**config.mk**
```make
export PLATFORM = sky130hd
export DESIGN_NAME = noc_flit_packetizer
export DESIGN_NICKNAME = d
export VERILOG_FILES = /design/src/rtl/noc_pkg.sv /design/src/rtl/noc_flit_packetizer.sv
export SDC_FILE = /design/constraint.sdc
export NUM_CORES = 1
export LEC_CHECK = 0
export CORE_MARGIN = 1.5
export CORE_UTILIZATION = 30
export DETAILED_ROUTE_END_ITERATION = 8
export GPL_TIMING_DRIVEN = 0
export PLACE_DENSITY = 0.54
export SLEW_MARGIN = 20
export SYNTH_ARGS = -nofsm -noshare
export SYNTH_HDL_FRONTEND = slang
export SYNTH_SLANG_ARGS = --single-unit
```
**constraint.sdc**
```tcl
create_clock -name clk -period 24.7 [get_ports clk]
set_clock_uncertainty 0.15 [all_clocks]
set_input_delay 4.94 -clock clk [delete_from_list [all_inputs] [get_ports clk]]
set_output_delay 4.94 -clock clk [all_outputs]
set_load 0.01 [all_outputs]
```
**src/rtl/noc_pkg.sv**
```systemverilog
// noc_pkg
//   Shared definitions for the mesh network interfaces (packetizer on the
//   injection side, depacketizer on the ejection side).
//   - flit field widths and the flit type encoding
//   - packed layout of a head flit
//   - packetizer FSM state encoding
//   - make_head(): builds a head flit from its fields
package noc_pkg;

    localparam int FLIT_W    = 64;
    localparam int TYPE_W    = 2;
    localparam int NODE_ID_W = 2;
    localparam int LEN_W     = 3;
    localparam int HDR_W     = 55;
    localparam int PAYLOAD_W = 62;

    // Flit type lives in [63:62] of every flit.
    typedef enum logic [TYPE_W-1:0] {
        FLIT_BODY     = 2'b00,
        FLIT_HEAD     = 2'b01,
        FLIT_TAIL     = 2'b10,
        FLIT_HEADTAIL = 2'b11
    } flit_type_e;

    // Head flit: type | dest | src | len | hdr  (2+2+2+3+55 = 64 bits)
    typedef struct packed {
        flit_type_e           ftype;
        logic [NODE_ID_W-1:0] dest;
        logic [NODE_ID_W-1:0] src;
        logic [LEN_W-1:0]     len;
        logic [HDR_W-1:0]     hdr;
    } head_flit_t;

    typedef enum logic [1:0] {
        ST_IDLE      = 2'd0,
        ST_SEND_HEAD = 2'd1,
        ST_SEND_BODY = 2'd2
    } pkt_state_e;

    // A zero-length packet is a single HEADTAIL flit.
    function automatic logic [FLIT_W-1:0] make_head(
        input logic [NODE_ID_W-1:0] dest,
        input logic [NODE_ID_W-1:0] src,
        input logic [LEN_W-1:0]     len,
        input logic [HDR_W-1:0]     hdr
    );
        head_flit_t h;
        h.ftype = (len == '0) ? FLIT_HEADTAIL : FLIT_HEAD;
        h.dest  = dest;
        h.src   = src;
        h.len   = len;
        h.hdr   = hdr;
        return h;
    endfunction

endpackage

```
**src/rtl/noc_flit_packetizer.sv**
```systemverilog
// noc_flit_packetizer
//   Injection-side network interface. Accepts one message (dest, hdr,
//   0..MAX_WORDS payload words) per handshake and serializes it into
//   64-bit head/body/tail flits for the router local port. Counts
//   completed packets and flags over-length messages.
//
// Ports:
//   clk, rst        clock, asynchronous active-high reset
//   msg_valid_i     message offered
//   msg_ready_o     message can be accepted (IDLE, or final flit leaving)
//   msg_dest_i      destination node ID
//   msg_len_i       payload word count (clamped to MAX_WORDS)
//   msg_hdr_i       header copied into the head flit
//   msg_data_i      payload, word k at [62k+61:62k]
//   flit_data_o     flit to router
//   flit_valid_o    flit valid
//   flit_ready_i    router accepts flit
//   pkt_count_o     completed packets, wraps at 2^16
//   len_err_o       sticky: a message had msg_len_i > MAX_WORDS
//
// Handshake (both sides): a transfer happens on a cycle with valid && ready.
// Once flit_valid_o rises, flit_data_o/flit_valid_o hold until accepted.
module noc_flit_packetizer
    import noc_pkg::*;
#(
    parameter int NODE_ID   = 0,
    parameter int MAX_WORDS = 4
) (
    input  logic                           clk,
    input  logic                           rst,
    input  logic                           msg_valid_i,
    output logic                           msg_ready_o,
    input  logic [NODE_ID_W-1:0]           msg_dest_i,
    input  logic [LEN_W-1:0]               msg_len_i,
    input  logic [HDR_W-1:0]               msg_hdr_i,
    input  logic [PAYLOAD_W*MAX_WORDS-1:0] msg_data_i,
    output logic [FLIT_W-1:0]              flit_data_o,
    output logic                           flit_valid_o,
    input  logic                           flit_ready_i,
    output logic [15:0]                    pkt_count_o,
    output logic                           len_err_o
);

    localparam logic [LEN_W-1:0]     MAX_LEN = LEN_W'(MAX_WORDS);
    localparam logic [NODE_ID_W-1:0] SRC_ID  = NODE_ID_W'(NODE_ID);

    pkt_state_e                     state_q, state_d;
    logic [LEN_W-1:0]               len_q;
    logic [LEN_W-1:0]               idx_q, idx_d;
    logic [PAYLOAD_W*MAX_WORDS-1:0] data_q;
    logic [FLIT_W-1:0]              flit_d;
    logic                           valid_d;

    logic                           accept;
    logic                           fire;
    logic                           last_flit;
    logic                           pkt_done;
    logic                           len_over;
    logic [LEN_W-1:0]               len_clamped;
    logic [LEN_W-1:0]               nxt_idx;
    logic [PAYLOAD_W-1:0]           nxt_word;
    flit_type_e                     nxt_type;

    always_comb begin
        fire        = flit_valid_o && flit_ready_i;
        // flit_data_o always holds the flit on the link, so its type field
        // tells us whether this transfer closes the packet.
        last_flit   = (flit_data_o[63:62] == FLIT_TAIL) ||
                      (flit_data_o[63:62] == FLIT_HEADTAIL);
        msg_ready_o = (state_q == ST_IDLE) || (fire && last_flit);
        accept      = msg_valid_i && msg_ready_o;
        len_over    = (msg_len_i > MAX_LEN);
        len_clamped = len_over ? MAX_LEN : msg_len_i;
    end

    // Next payload word to present: word 0 after the head, else idx_q+1.
    always_comb begin
        nxt_idx  = (state_q == ST_SEND_BODY) ? idx_q + 3'd1 : 3'd0;
        nxt_word = '0;
        for (int k = 0; k < MAX_WORDS; k++) begin
            if (nxt_idx == LEN_W'(k)) begin
                nxt_word = data_q[k*PAYLOAD_W +: PAYLOAD_W];
            end
        end
        nxt_type = (nxt_idx == len_q - 3'd1) ? FLIT_TAIL : FLIT_BODY;
    end

    always_comb begin
        state_d  = state_q;
        idx_d    = idx_q;
        flit_d   = flit_data_o;
        valid_d  = flit_valid_o;
        pkt_done = 1'b0;

        unique case (state_q)
            ST_IDLE: begin
                valid_d = 1'b0;
            end
            ST_SEND_HEAD: begin
                if (fire) begin
                    if (len_q == '0) begin
                        pkt_done = 1'b1;
                    end else begin
                        state_d = ST_SEND_BODY;
                        idx_d   = nxt_idx;
                        flit_d  = {nxt_type, nxt_word};
                    end
                end
            end
            ST_SEND_BODY: begin
                if (fire) begin
                    if (idx_q == len_q - 3'd1) begin
                        pkt_done = 1'b1;
                    end else begin
                        idx_d  = nxt_idx;
                        flit_d = {nxt_type, nxt_word};
                    end
                end
            end
            default: begin
                state_d = ST_IDLE;
                valid_d = 1'b0;
            end
        endcase

        if (pkt_done) begin
            state_d = ST_IDLE;
            valid_d = 1'b0;
        end

        // A new message can land in IDLE or in the cycle the last flit
        // leaves; either way its head goes out next cycle.
        if (accept) begin
            state_d = ST_SEND_HEAD;
            valid_d = 1'b1;
            idx_d   = '0;
            flit_d  = make_head(msg_dest_i, SRC_ID, len_clamped, msg_hdr_i);
        end
    end

    always_ff @(posedge clk or posedge rst) begin
        if (rst) begin
            state_q      <= ST_IDLE;
            idx_q        <= '0;
            len_q        <= '0;
            data_q       <= '0;
            flit_data_o  <= '0;
            flit_valid_o <= 1'b0;
            pkt_count_o  <= '0;
            len_err_o    <= 1'b0;
        end else begin
            state_q      <= state_d;
            idx_q        <= idx_d;
            flit_data_o  <= flit_d;
            flit_valid_o <= valid_d;
            if (accept) begin
                len_q  <= len_clamped;
                data_q <= msg_data_i;
                if (len_over) begin
                    len_err_o <= 1'b1;
                end
            end
            if (pkt_done) begin
                pkt_count_o <= pkt_count_o + 16'd1;
            end
        end
    end

endmodule
```
---- After elaboration in Yosys (flattened, before gate mapping) ----
Cells that the tools add are included.
cells by class
  add/sub/neg operators ................... 3
  magnitude comparators ................... 1
  equality and inequality tests ........... 17
  muxes and demuxes ....................... 33
  reduce and logical (&&, ||, !) cells .... 15
operator list
  operator                                                                  count
  64-bit 2-to-1 mux                                                         5
  62-bit 2-to-1 mux                                                         4
  64-bit one-hot mux with 2 select lines                                    1
  3-bit 2-to-1 mux                                                          7
  16-bit by 1-bit adder with 16-bit output (second input constant)          1
  2-bit 2-to-1 mux                                                          6
  3-bit inequality test (second input constant)                             4
  3-bit zero test                                                           3
  4-bit inequality test (second input constant)                             2
  1-bit 2-to-1 mux                                                          7
  2-bit == test (second input constant)                                     3
  3-bit by 2-bit == test with 1-bit output (second input constant)          2
  3-bit == test                                                             2
  3-bit by 1-bit inequality test with 1-bit output (second input constant)  2
  3-bit one-hot mux with 2 select lines                                     1
  5-bit AND reduction                                                       1
  2-bit one-hot mux with 2 select lines                                     1
  2-bit OR reduction                                                        2
  3-bit by 1-bit adder with 3-bit output (second input constant)            1
  3-bit by 1-bit == test with 1-bit output (second input constant)          1
  3-bit greater-than comparator (second input constant)                     1
  1-bit logical AND                                                         3
  3-bit AND reduction                                                       1
  3-bit nonzero test                                                        1
  other kinds (6)                                                           7
storage, ports and cells
  bits in registers ....................... 338

---- Longest topological paths before layout ----
Gate-level depths: netlist (run 1).
  depth after elaboration ................. 11
  gate-level depth with buffers ........... 10

---- Least setup slack after synthesis (run 1) ----
No wires, ideal clock.
  kind .................................... input-to-output
  start point ............................. in flit_ready_i
  end point ............................... out msg_ready_o
  arrival ................................. 5151 ps
  setup slack ............................. 14459 ps
  cell stages on the path ................. 1
  buffers on the path ..................... 0
  cell sequence ........................... a31o_2
between the ends
  longest elaborated chain between the ends .. 3
ends and longest elaborated chain
  element            line                       RTL
  from (decl)        noc_flit_packetizer.sv:39  input logic flit_ready_i,
  1-bit logical AND  noc_flit_packetizer.sv:65  fire = flit_valid_o && flit_ready_i;
  1-bit logical AND  noc_flit_packetizer.sv:70  msg_ready_o = (state_q == ST_IDLE) || (fire && last_flit);
  1-bit logical OR   noc_flit_packetizer.sv:70
  to (decl)          noc_flit_packetizer.sv:32  output logic msg_ready_o,
No other way between the ends.

---- Final worst setup path (run 1) ----
Ends and elaborated chain as after synthesis.

==> results of run 1 <==
==> cells in the final DEF, fill, tap and decap left out, drive strengths merged, types with 10 or more instances in the layout <==
cell type / count
a21oi: 68
clkbuf: 151
a211oi: 47
buf: 45
nand2: 869
a22oi: 10
dfrtp: 338
xor2: 15
a221oi: 48
o2bb2ai: 10
nand3: 65
o21ai: 12
inv: 57
o221ai: 47
nor2: 112
clkdlybuf4s50: 394
==> final cells by class <==
class                   count  area [um2]  share of cell area, %
well taps                 680       850.8                  3.873
clock buffers              55        1179                  5.365
multi-input cells        1381        6502                  29.60
repair buffers            398        4034                  18.36
plain buffers             137       558.0                  2.540
diodes                      7       17.52                0.07974
clock inverters            14       155.1                 0.7062
flip-flops and latches    338        8458                  38.50
inverters                  55       214.0                 0.9739
==> how the worst max path moves through the flow <==
| stage | from | end | slack, ns | cells past startpoint |
|---|---|---|---|---|
| final | flit_ready_i | msg_ready_o | 13.36 | 3 |
| after detailed placement | flit_ready_i | msg_ready_o | 13.36 | 3 |
| after global routing | flit_ready_i | msg_ready_o | 13.30 | 3 |
| after floorplan | rst | data_q[0] | 10.24 | 1 |
| after CTS | flit_ready_i | msg_ready_o | 13.35 | 3 |
| after global placement | rst | data_q[175] | 5.28 | 2 |
==> worst max-delay path: stages <==
cell and delay (ns):
clkdlybuf4s50_1 0.54, a31o_2 0.20, clkdlybuf4s50_1 0.57
==> logic make-up (layout without fill, tap and decap cells) <==
family / Yosys count / count (layout)
AOI/OAI and AO/OA: 270 / 270
xor gates and xnor gates: 21 / 21
adders and majority gates: 7 / 7
buffers and inverters: 192 / 659
DFF: 338 / 338
muxes: 3 / 3
other: 0 / 7
and+or+nand+nor: 1080 / 1080
==> power by group through the flow <==
| stage | clock network, mW | logic [mW] | registers (mW) |
|---|---|---|---|
| detailed placement | 0 | 0.994 | 0.971 |
| finish | 0.610 | 0.991 | 0.966 |
| global route | 0.645 | 1.10 | 0.996 |
| floorplan | 0 | 0.557 | 0.955 |
| global placement | 0 | 0.973 | 0.967 |
| CTS | 0.624 | 1.00 | 0.964 |
==> sequential cells by signal, summed over array words and instances (netlist names) <==
signal and cells:
data_q 248, flit_data_o 64, flit_valid_o 1, idx_q 3
len_err_o 1, len_q 3, pkt_count_o 16, state_q 2
==> per-stage QoR <==
stage          worst slack [ns]  cell area [um2]  hold slack (ns)  utilization (%)  cells
3_5_place_dp              13.36            20620           0.3120            40.03   2989
3_3_place_gp              5.282            20510           0.3060            39.82   2985
6_report                  13.36            21970           0.3222            42.65   3065
2_1_floorplan             10.24            15720           0.2904                -   1911
4_1_cts                   13.35            21950           0.3267            42.62   3058
5_1_grt                   13.30            21960           0.3382            42.64   3062
==> per-layer routing <==
metal  up-vias  track usage (%)  share of wire (%)
li1       7188                -                  -
met5         -                0              0.059
met2       549            39.24                 48
met4         6            6.453                2.1
met3        88            4.875                6.7
met1      7444            31.27                 44
==> results.tsv, run 1 <==
stage	metric	value	unit
sta	RSZ-0062 raised after global routing	no	
yosys	ys async rst share	100.0	%
power_and_ir_drop	sw frac	38.70	%
yosys	post-synthesis mux area share	0.1910	%
clocking	Reg clk slew, reported paths	0.06	ns
grt	first-pass GRT wire length	95270	um
yosys	syn_nets	2230	
yosys	complex-gate fraction of the synthesized area	12.47	%
routing	drt pass-1 iters	6	
grt	pin count of the biggest net entering global routing	99	
clocking	Hold-fix buffers, CTS	0	
flow_run	Max Cap Viol	0	
hold_path	HP Start	data_q[139]	
layout	net total in the final layout	2670	
power_and_ir_drop	maximum VDD drop	0.00004694	V
yosys	Synth Register Bits	338	
yosys	most common cell in the netlist	nand2_1	
hold_path	hold crit path type	reg -> reg	
clocking	root buf cell	clkbuf_16	
placement	RD Place Congestion	0.8465	
critical_path	Worst Path Required	19.61	ns
die	Ports	395	
power_and_ir_drop	Sw Pwr	993.2	uW
critical_path	Worst R2R Path Depth	9	
routing	WL final	64340	um
critical_path	Worst R2R Setup Slack	21.47	ns
sta	setup TNS	0	ns
yosys	Post-synth EDFFs	0	
sta	Slew @ Worst Pin	1.054	ns
yosys	post-synthesis cell area	0.01572	mm2
sta	Final Hold Viols	0	
yosys	post-synthesis xor/xnor area fraction	1.170	%
yosys	Mapped Cells	1911	
grt	number of global-route vias before repair	15610	
grt	GRT Overall Usage	23.69	%
power_and_ir_drop	Logic pwr share	38.6	%
hold_path	worst hold path depth	2	
power_and_ir_drop	portion of total power attributed to the clock network	23.8	%
sta	Fmax achieved	88.16	MHz
placement	Port Buffers	394	
critical_path	CP Class	in -> out	
routing	Detail Route Antenna Nets	0	
layout	area delta synth->final	39.76	%
die	Die Wd	231.9	um
grt	Overflow after GRT	0	
yosys	Netlist cell types	45	
critical_path	Critical Path End Type	output pin	
power_and_ir_drop	Power Density	116.8	mW/mm2
layout	layout cells sized above 1	4.415	%
critical_path	Worst Path Arrival	6.25	ns
critical_path	Startpoint Class	input pin	
die	die footprint	0.05378	mm2
clocking	post-CTS sizing	0	
die	Die H	231.9	um
yosys	leading register cell type out of synthesis	dfrtp_1	
routing	drt wl/cell	20.99	um
grt	initial antenna violation count	10	
power_and_ir_drop	Seq pwr share	37.6	%
clocking	Post-CTS Setup Repair Bufs	0	
die	Initial Util	30.52	%
yosys	share of the synthesized area in the top cell type	53.81	%
yosys	Synth area leader	dfrtp_1	
yosys	adder-cell share of the synthesized area	0.5572	%
yosys	synth top area cells	dfrtp_1, nand2_1, nor2_1	
yosys	YS warnings	0	
clocking	worst skew pair latency	0.56	ns
critical_path	worst r2r dst	flit_data_o[52]	
sta	final period demand of the worst path	11.34	ns
placement	hpwl dp	47600	um
sta	Slew Viols, Final	0	
routing	routed vias/inst	4.984	
sta	Setup Viol. Count Final	0	
clocking	CTS max path bufs	3	
clocking	clock sinks	338	
run_status	outcome	completed	
layout	# fillers	5278	
yosys	syn_area_per_cell	8.225	um2
sta	fin crit share	45.93	%
clocking	TritonCTS clock tree	built	
die	Core Area	0.05151	mm2
die	Rows	83	
power_and_ir_drop	Cell Int Power	1.573	mW
sta	max_slew headroom	29.76	%
clocking	Num CTS Buffers	40	
critical_path	start of the worst register-to-register path	len_q[0]	
yosys	post-synthesis sequential area ratio	53.81	%
power_and_ir_drop	LEAKAGE	9.995	nW
yosys	main combinational cell family by area after synthesis	simple AND/OR/NAND/NOR gates	
routing	residual DRC count	0	
critical_path	worst-path maximum fanout	4	
yosys	synth cell count leaders	nand2_1, dfrtp_1, nor2_1	
clocking	H-tree Lvls	2	
hold_path	end of the worst hold path	data_q[139]	
power_and_ir_drop	Total Power	2.567	mW
yosys	simple-gate share of the synthesized area	26.95	%
routing	Vias	15280	
routing	DRT iter0 DRCs	1234	
(Power assumes the default switching activity.)
==> run 2, diff against run 1 <==
- PLACE_DENSITY: 0.54 -> 0.56
- clock period: 24.7 -> 9.55 ns (I/O delays scaled with it)
==> run 2 against run 1 <==
Die area unchanged. Cell count is 0.33% higher. Clock power rose by 140%. Critical path depth unchanged. Non-clock buffer count grew 8. Via count up 0.78%. Flip-flop and latch count did not move. Critical path type unchanged. Largest cell class unchanged.
==> results.tsv, run 2 (synthesized netlist as in run 1, its figures left out) <==
stage	metric	value	unit
layout	net total in the final layout	2678	
die	Ports	395	
die	Core Area	0.05151	mm2
power_and_ir_drop	Power Density	297.7	mW/mm2
layout	register with the most flip-flops	data_q	
clocking	Num CTS Buffers	40	
routing	DRT iter0 DRCs	1084	
grt	initial antenna violation count	10	
routing	drt wl/cell	20.90	um
critical_path	Critical Path End Type	output pin	
grt	number of global-route vias before repair	15540	
routing	routed vias/inst	5.006	
layout	max FFs per register	248	
hold_path	hold crit path type	reg -> reg	
critical_path	Worst Setup SP	flit_ready_i	
layout	commonest cells after routing, fill and taps aside	nand2_1, clkdlybuf4s50_1, dfrtp_1, nor2_1, clkbuf_1	
placement	Port Buffers	394	
clocking	post-CTS sizing	0	
routing	residual DRC count	0	
sta	RSZ-0062 raised after global routing	no	
grt	Overflow after GRT	0	
critical_path	Worst Path Required	7.49	ns
clocking	Reg clk slew, reported paths	0.06	ns
sta	setup TNS	0	ns
power_and_ir_drop	Sw Pwr	2.558	mW
flow_run	Max Cap Viol	0	
placement	Post-DP Area	0.02076	mm2
power_and_ir_drop	LEAKAGE	10.01	nW
sta	Slew Viols, Final	0	
critical_path	slowest CP cell	clkdlybuf4s50_1	
clocking	Hold-fix buffers, CTS	0	
die	Rows	83	
critical_path	max incr delay on CP	0.58	ns
sta	Final Hold Viols	0	
clocking	TritonCTS clock tree	built	
power_and_ir_drop	sw frac	38.99	%
power_and_ir_drop	Cell Int Power	4.001	mW
placement	pre-CTS setup slack	4.296	ns
sta	Fmax achieved	189.3	MHz
critical_path	most common cell type on the critical path	clkdlybuf4s50_1	
layout	# fillers	5303	
layout	layout cells sized above 1	4.399	%
layout	commonest non-fill, non-tap cell in the layout	nand2_1	
layout	final instance area	0.02203	mm2
critical_path	Worst Path Arrival	3.22	ns
die	Die H	231.9	um
power_and_ir_drop	Seq pwr share	38.2	%
power_and_ir_drop	Total Power	6.559	mW
layout	area delta synth->final	40.14	%
placement	placed cells	2997	
die	Die Wd	231.9	um
layout	biggest regs	data_q x248, flit_data_o x64, pkt_count_o x16	
die	Initial Util	30.52	%
clocking	Post-CTS Setup Repair Bufs	0	
sta	final period demand of the worst path	5.283	ns
clocking	CTS max path bufs	3	
layout	fin cells	3075	
placement	RD Place Congestion	0.8499	
layout	Util after Layout	42.77	%
critical_path	worst-path maximum fanout	4	
clocking	clock sinks	338	
grt	pin count of the biggest net entering global routing	34	
sta	Slew @ Worst Pin	1.056	ns
power_and_ir_drop	Logic pwr share	39.1	%
clocking	root buf cell	clkbuf_16	
sta	fin crit share	55.31	%
clocking	worst skew pair latency	0.56	ns
power_and_ir_drop	maximum VDD drop	0.0001482	V
critical_path	crit-path cells	clkdlybuf4s50_1 > a31o_2 > clkdlybuf4s50_1	
routing	WL final	64270	um
grt	first-pass GRT wire length	95240	um
sta	Final WS setup	4.267	ns
routing	drt pass-1 iters	6	
placement	hpwl dp	47950	um
hold_path	HP Start	pkt_count_o[15]	
sta	max_slew headroom	29.61	%
run_status	outcome	completed	
die	die footprint	0.05378	mm2
clocking	H-tree Lvls	2	
critical_path	start of the worst register-to-register path	len_q[0]	
routing	Detail Route Antenna Nets	0	
grt	GRT Overall Usage	23.66	%
critical_path	Startpoint Class	input pin	
sta	Setup Viol. Count Final	0	
sta	hold_ws	0.3213	ns
routing	Vias	15390	
power_and_ir_drop	portion of total power attributed to the clock network	22.7	%
critical_path	CP Class	in -> out	
-- run 2: cell type report --
type | count | area, um2 | share of cell area, %
sequential | 338 | 8458 | 38.40
antenna | 8 | 20.02 | 0.09088
buffer | 137 | 558.0 | 2.533
multi-input combinational | 1381 | 6502 | 29.52
inverter | 55 | 210.2 | 0.9542
clock inverter | 6 | 37.54 | 0.1704
timing repair buffer | 406 | 4179 | 18.97
tap | 680 | 850.8 | 3.862
clock buffer | 64 | 1212 | 5.504
-- run 2: critical path: cells and delay by family --
| family | cells | cell delay, ns |
|---|---|---|
| AOI/OAI and AO/OA | 1 | 0.21 |
| buffers and inverters | 2 | 1.11 |
-- run 2: power by group through the flow --
stage	Sequential, mW	Clock [mW]	Combinational [mW]
floorplan	2.47	0	1.44
global placement	2.50	0	2.52
detailed placement	2.52	0	2.58
CTS	2.50	1.52	2.59
global route	2.58	1.58	2.86
finish	2.51	1.49	2.56
-- run 2: metal layers --
layer	up-vias	GRT usage [%]	part of all wire, %	routed length (um)
met5	-	0	0.047	30
met4	4	8.076	2.6	1661
met3	92	4.629	7.1	4574
met2	616	38.66	47	30210
met1	7494	31.21	43	27790
li1	7188	-	-	-
-- run 2: path summary, 6_finish.rpt --
path / to / slack (ns) / depth (start not counted)
min reg2reg: pkt_count_o[15] / 0.32 / 1
min: pkt_count_o[15] / 0.32 / 1
max: msg_ready_o / 4.27 / 3
max in group asynchronous: data_q[193] / 6.47 / 5
min in group asynchronous: flit_data_o[37] / 1.68 / 2
max reg2reg: flit_data_o[43] / 6.30 / 9
